===== config.mk =====
export PLATFORM = sky130hd
export DESIGN_NAME = seven_seg_display_ctrl
export DESIGN_NICKNAME = d
export VERILOG_FILES = /design/src/rtl/seven_seg_display_ctrl.sv
export SDC_FILE = /design/constraint.sdc
export NUM_CORES = 1
export LEC_CHECK = 0
export CAP_MARGIN = 20
export CELL_PAD_IN_SITES_DETAIL_PLACEMENT = 1
export CELL_PAD_IN_SITES_GLOBAL_PLACEMENT = 1
export CORE_MARGIN = 10
export CORE_UTILIZATION = 45
export CTS_CLUSTER_DIAMETER = 30
export CTS_CLUSTER_SIZE = 40
export DETAILED_ROUTE_END_ITERATION = 6
export PLACE_DENSITY_LB_ADDON = 0.12
export SYNTH_ARGS = -nofsm -noshare
export SYNTH_HDL_FRONTEND = slang
export SYNTH_SLANG_ARGS = --single-unit

===== constraint.sdc =====
create_clock -name clk -period 5.85 [get_ports clk]
set_input_delay 1.755 -clock clk [delete_from_list [all_inputs] [get_ports clk]]
set_output_delay 1.755 -clock clk [all_outputs]
set_load 0.01 [all_outputs]

===== src/rtl/seven_seg_display_ctrl.sv =====
// Multi-digit 7-segment driver: hex decode, dp, leading-zero blanking, per-digit blink, global enable.
// Registered output: load visible two edges later, control inputs one edge later; no backpressure.
module seven_seg_display_ctrl #(
    parameter int NUM_DIGITS = 4,
    parameter int BLINK_DIV  = 25_000_000
) (
    input  logic                      clk,
    input  logic                      reset,
    input  logic                      load,
    input  logic [4*NUM_DIGITS-1:0]   value,
    input  logic [NUM_DIGITS-1:0]     dp_in,
    input  logic                      blank_lz,
    input  logic [NUM_DIGITS-1:0]     blink_en,
    input  logic                      enable,
    output logic [8*NUM_DIGITS-1:0]   hex_out
);

    localparam int              CNT_W   = (BLINK_DIV > 2) ? $clog2(BLINK_DIV) : 1;
    localparam logic [CNT_W-1:0] CNT_MAX = CNT_W'(BLINK_DIV - 1);

    logic [4*NUM_DIGITS-1:0] val_q, val_d;
    logic [NUM_DIGITS-1:0]   dp_q, dp_d;
    logic [CNT_W-1:0]        cnt_q, cnt_d;
    logic                    phase_q, phase_d;
    logic [8*NUM_DIGITS-1:0] hex_q, hex_d;
    logic                    wrap;
    logic [NUM_DIGITS-1:0]   lz_sup;

    function automatic logic [6:0] seg_decode(input logic [3:0] nib);
        logic [6:0] s;
        case (nib)
            4'h0:    s = 7'h40;
            4'h1:    s = 7'h79;
            4'h2:    s = 7'h24;
            4'h3:    s = 7'h30;
            4'h4:    s = 7'h19;
            4'h5:    s = 7'h12;
            4'h6:    s = 7'h02;
            4'h7:    s = 7'h78;
            4'h8:    s = 7'h00;
            4'h9:    s = 7'h10;
            4'hA:    s = 7'h08;
            4'hB:    s = 7'h03;
            4'hC:    s = 7'h46;
            4'hD:    s = 7'h21;
            4'hE:    s = 7'h06;
            default: s = 7'h0E;
        endcase
        return s;
    endfunction

    assign wrap = (cnt_q == CNT_MAX);

    always_comb begin
        val_d   = load ? value : val_q;
        dp_d    = load ? dp_in : dp_q;
        cnt_d   = wrap ? '0 : cnt_q + 1'b1;
        phase_d = wrap ? ~phase_q : phase_q;
    end

    // Walk from the most significant digit down; a digit is blankable while
    // it and everything above it is zero. Digit 0 always shows.
    always_comb begin
        logic zero_above;
        zero_above = 1'b1;
        lz_sup     = '0;
        for (int i = NUM_DIGITS - 1; i >= 0; i--) begin
            zero_above = zero_above & (val_q[4*i +: 4] == 4'h0);
            lz_sup[i]  = zero_above & (i != 0);
        end
    end

    always_comb begin
        hex_d = '1;
        for (int i = 0; i < NUM_DIGITS; i++) begin
            if (!enable) begin
                hex_d[8*i +: 8] = 8'hFF;
            end else if (phase_q && blink_en[i]) begin
                hex_d[8*i +: 8] = 8'hFF;
            end else if (blank_lz && lz_sup[i]) begin
                hex_d[8*i +: 8] = {~dp_q[i], 7'h7F};
            end else begin
                hex_d[8*i +: 8] = {~dp_q[i], seg_decode(val_q[4*i +: 4])};
            end
        end
    end

    always_ff @(posedge clk or posedge reset) begin
        if (reset) begin
            val_q   <= '0;
            dp_q    <= '0;
            cnt_q   <= '0;
            phase_q <= 1'b0;
            hex_q   <= '1;
        end else begin
            val_q   <= val_d;
            dp_q    <= dp_d;
            cnt_q   <= cnt_d;
            phase_q <= phase_d;
            hex_q   <= hex_d;
        end
    end

    assign hex_out = hex_q;

endmodule


; Word level (Yosys, flattened, before mapping)
; Memories as Yosys holds them, arrays and structs flattened.
; Index checks and enable logic that the tools add are counted.
[op_classes]
n_bitwise = 7
n_mux = 12
reduce_logical = 10
n_eq_ne = 1
add_sub_neg = 1
[op_table]
columns = operator, n
row1 = $mux W8, 8
row2 = $add A25 B1 Y25 const B, 1
row3 = $eq A25 B25 Y1 const B, 1
row4 = $mux W25, 1
row5 = $mux W7, 3
row6 = $logic_not A4 Y1, 3
row7 = $logic_and A1 B1 Y1, 7
row8 = $not A1 Y1, 5
row9 = $and A1 B1 Y1, 2
[totals]
input_bits = 29
out_inout_bits = 32
reg_bits = 78
n_memories = 4
wordCells = 40
rom_bits = 448
[mem_list]
columns = memory, words, word_bits, rd, rd_clocked_by_memory_dff, wr, line
row1 = (name not given), 16, 7, 1, 0, 0, 31  ; case (nib)
row2 = (name not given), 16, 7, 1, 0, 0, 31
row3 = (name not given), 16, 7, 1, 0, 0, 31
row4 = (name not given), 16, 7, 1, 0, 0, 31

; Longest topological paths before layout
[depth]
word_depth = 7
depth_mapped = 6
mapped_depth_nobuf = 6

; Least setup slack after synthesis
; Ideal clock, no wire load.
[synth_path]
path_type = input port to flip-flop
from = in blank_lz
to = reg hex_q[10], in the netlist hex_out[10]
t_arrival_ns = 2.607
cell_stages = 4
path_slack_ns = 3.132
n_path_buf = 0
setup_time_ns = 0.111
required_ns = 5.739
path_cell_list = nor4bb_1 -> and3_1 -> a31oi_1 -> o221ai_1
[synth_via]
elab_chain_len = 4
[synth_rtl]
columns = element, line
row1 = from (decl), 12  ; input logic blank_lz,
row2 = $logic_and A1 B1 Y1, 80  ; end else if (blank_lz && lz_sup[i]) begin
row3 = $mux W7, 80
row4 = $mux W8, 78  ; end else if (phase_q && blink_en[i]) begin
row5 = $mux W8, 76  ; if (!enable) begin
row6 = via hex_d[10], 25  ; logic [8*NUM_DIGITS-1:0] hex_q, hex_d;
row7 = to (signal assigned), 94  ; hex_q <= '1;
row8 = to (signal assigned), 100  ; hex_q <= hex_d;
row9 = to (decl), 25
; The timed path passes the listed nets, and every way through them passes these cells.
; A chain may end at the register's enable or synchronous reset.

; Final worst setup path
[layout_path]
from = reg hex_q[31], in the netlist hex_out[31]
to = out hex_out[31]
[layout_rtl]
columns = element, line
row1 = to (decl), 15  ; output logic [8*NUM_DIGITS-1:0] hex_out
; No word-level cell between the ends.

==> results list <==
- The run finished with clean final reports.
* Netlist area before placement: 3961 µm²
- Total wire length after detailed routing: 9628 µm
* Antenna Nets Post-Route: 0
* FF-to-FF Start: cnt_q[9]$_DFF_PP0_
- The clock arrives with 8.290 ps of skew.
* Die ar.: 12960 µm²
- Leakage power of the design: 1.991 nW
* Starting utilization of the core area: 45.87%
* Post-detail-place hpwl: 7171 µm
- Global routing consumed, over all layers together, 15.55% of the routing resources.
- The first global-routing pass estimated 16590 µm of wire.
- Summing over every cut layer, the via total after detailed routing is 3068.
* Final hold viol count: 0
* Via/cell ratio: 5.518
- Number of buffers added for setup after CTS: 0
* Post-CTS sizing: 0
- After technology mapping, the gate count stands at 386.
- Relative max-transition margin: 30.33%
- Slew @ Worst Pin: 1039 ps
* Die height: 113.8 µm
- Summed over all failing endpoints, the final setup total negative slack is 0 ps.
- Reg2Reg Capture Point: phase_q$_DFFE_PP0N_
- For this design, the slowest cell found on the critical path is clkdlybuf4s50_1.
* I/O pin count: 61
- Unrepaired setup endpoints after global routing: false
* TritonCTS clock tree: built
- After global routing the overflow that remains totals 0.
- Data arrives at the worst endpoint at 1430 ps.
- Final core utilization: 55.56%
- Hold wc startpoint: dp_q[0]$_DFFE_PP0P_
* Number of iterations in the first detailed-routing pass: 4
- Capture endpoint of the worst hold path: hex_out[7]$_DFF_PP1_
- Fin area: 4798 µm²
- Period utilization: 54.42%
- Count of cell types in the netlist: 48
- Row count: 34
- Total of endpoints with negative setup slack in the final report: 0
- Prior to clock tree synthesis, the placed netlist has a worst setup slack of 2380 ps.
- Later-pin clock latency in the skew report: 350 ps
* Dpl cell area: 4644 µm²
* Critical path endpoint category: primary output
* Max H-tree Level: 3
- For the worst flop-to-flop path, the logic depth is 4.
* Worst setup path class: flop to primary output
- Share of synthesized flip-flops with an asynchronous set or reset: 100.0%
* Maximum vdd drop: 0.0001173 V
- Hold Buf Count CTS: 0
- For this run, the post-layout net count is 497.
- Routed length per placed instance: 17.32 µm
- Of all nets on the critical path, the largest fanout is 1.
- Crit path largest cell delay: 550 ps
* Post-synthesis sequential area ratio: 50.28%
- Routability Congestion: 0.8170
- Shortest period the worst path allows: 3184 ps
- Entering global routing, the biggest net connects 47 pins.
- Root Driver: clkbuf_8
- Share of post-route cells with drive strength above 1: 14.29%
- Together, buffers and inverters on the worst path number 1.
- Post-synth top flop: dfrtp_1
- Gate family responsible for the most delay along the worst path: buffers and inverters
- Post-synth top area share: 29.06%
- Across all register-to-register paths, the minimum setup slack is 3620 ps.
* Maximum achievable frequency: 0.3141 GHz
* Register bit total from synthesis: 78
- The max-slew violation total from the final report came to 0.
* Nets in the synthesized netlist: 440
* Inserted Diodes: 0
- The number of global-route vias before repair was 3373.
* Count of flip-flops with a built-in enable after synthesis: 0
* Data required, critical path: 4090 ps
* Floorplan Core Area: 8636 µm²
- Final critical-path setup slack: 2666 ps
- The min-delay analysis places its worst path in the category flop to flop.
- The Yosys step of the flow raised 0 warnings.
* CTS Buf Count: 9
- Kind of launch point of the worst setup path: flop
* Avg Inst Size Synth: 10.26 µm²
- For this run, design rule violations remaining after detail routing come to 0.
- The clock net in this run drives a total of 78 sinks.
- Buffers placed on the I/O ports in this run total 60.
- The number of antenna violations at the first check in global routing was 0.
- Most area-hungry cell type in the Yosys netlist: dfrtp_1
- Die boundary width: 113.8 µm
- By area the synthesized netlist is led by dfrtp_1 29%, dfstp_2 21%, ha_1 7.9%, nand2_1 4.6%, o21ai_0 3.8%.
- Worst Hold Depth: 1
- The critical path goes through clkdlybuf4s50_1.
* Power density over the cells: 243.1 nW/µm²
- Max_cap viols: 0
- Maximum buffer depth of the clock tree: 2
- Clock Pin Slew Worst Setup and Hold Paths: 70 ps
- Starting DRC count in detailed routing: 97
- From synthesis to final layout, the design area changed by 21.13%.
-- per-layer routing --
layer	wire length [µm]	track usage [%]	vias up
met5	0	0	-
met4	166	6.015	0
met3	312	3.360	15
met2	4983	27.30	38
met1	4166	18.07	1532
li1	-	-	1483
-- cells in the final DEF, fill, tap and decap left out, types with 3 or more instances in the layout --
master and n:
nor3b_1 3, clkinv_2 4, clkbuf_8 9, and2_1 4
o311ai_0 11, dfstp_2 32, clkbuf_1 4, nand3_1 19
nand4_1 7, mux2_2 10, mux2i_1 4, xor2_1 6
ha_1 25, o31ai_1 4, nor2_1 24, clkdlybuf4s50_1 60
inv_1 12, a21oi_1 9, o211ai_1 13, o21ai_0 30
and3_1 4, nor2b_1 10, nor4_1 4, dfrtp_1 46
nand2b_1 5, xnor2_1 9, nand2_1 49
-- cell type report --
| class | instances | area, µm² |
|---|---|---|
| Clock buffer | 13 | 138.9 |
| Tap cell | 108 | 135.1 |
| Clock inverter | 3 | 15.01 |
| Inverter | 13 | 50.05 |
| Fill cell | 958 | 3837 |
| Sequential cell | 78 | 1992 |
| Timing Repair Buffer | 61 | 608.1 |
| Multi-Input combinational cell | 280 | 1859 |
-- cells by family after synthesis --
kind of cell	share of synthesized area, %
flip-flops	50.28
AND/OR/NAND/NOR	18.98
AO/OA/AOI/OAI	12.76
multiplexers	3.854
buffers and inverters	2.906
XOR/XNOR	3.317
adder cells (fa/ha/maj)	7.896
-- worst max-delay path by stage --
stage	startpoint	endpoint	cells past startpoint
after floorplan	reset	cnt_q[0]$_DFF_PP0_	1
after global placement	load	val_q[15]$_DFFE_PP0P_	2
after global routing	hex_out[23]$_DFF_PP1_	hex_out[23]	1
after detailed placement	blank_lz	hex_out[13]$_DFF_PP1_	5
after CTS	hex_out[14]$_DFF_PP1_	hex_out[14]	1
final	hex_out[31]$_DFF_PP1_	hex_out[31]	1
-- registers in the layout, indices dropped and copies added, names as in the netlist --
register,count
phase_q,1
val_q,16
hex_out,32
cnt_q,25
dp_q,4
-- synth_stat cells, drive strengths merged, types with 10 or more instances --
| cell | count |
|---|---|
| dfrtp | 46 |
| ha | 25 |
| nor2 | 24 |
| clkbuf | 10 |
| o311ai | 11 |
| o211ai | 13 |
| a21oi | 10 |
| nand3 | 19 |
| nand2 | 49 |
| inv | 13 |
| nor2b | 10 |
| o21ai | 30 |
| dfstp | 32 |
| mux2 | 10 |
-- per-stage QoR --
stage                      power, W  hold slack [ps]  instances
after floorplan           0.0007388            368.1        386
after global placement    0.0008364            389.2        540
after detailed placement  0.0008447            400.7        540
after CTS                  0.001190            423.0        556
after global routing       0.001239            435.1        556
final                      0.001166            424.6        556
-- power breakdown --
part	leakage [nW]	switching (W)	internal, W
Clock	0.0812	0.000183	0.000153
Sequential	0.925	0.0000376	0.000594
Combinational	0.985	0.0000950	0.000104
Note: power is estimated with default switching activity, not from simulation.
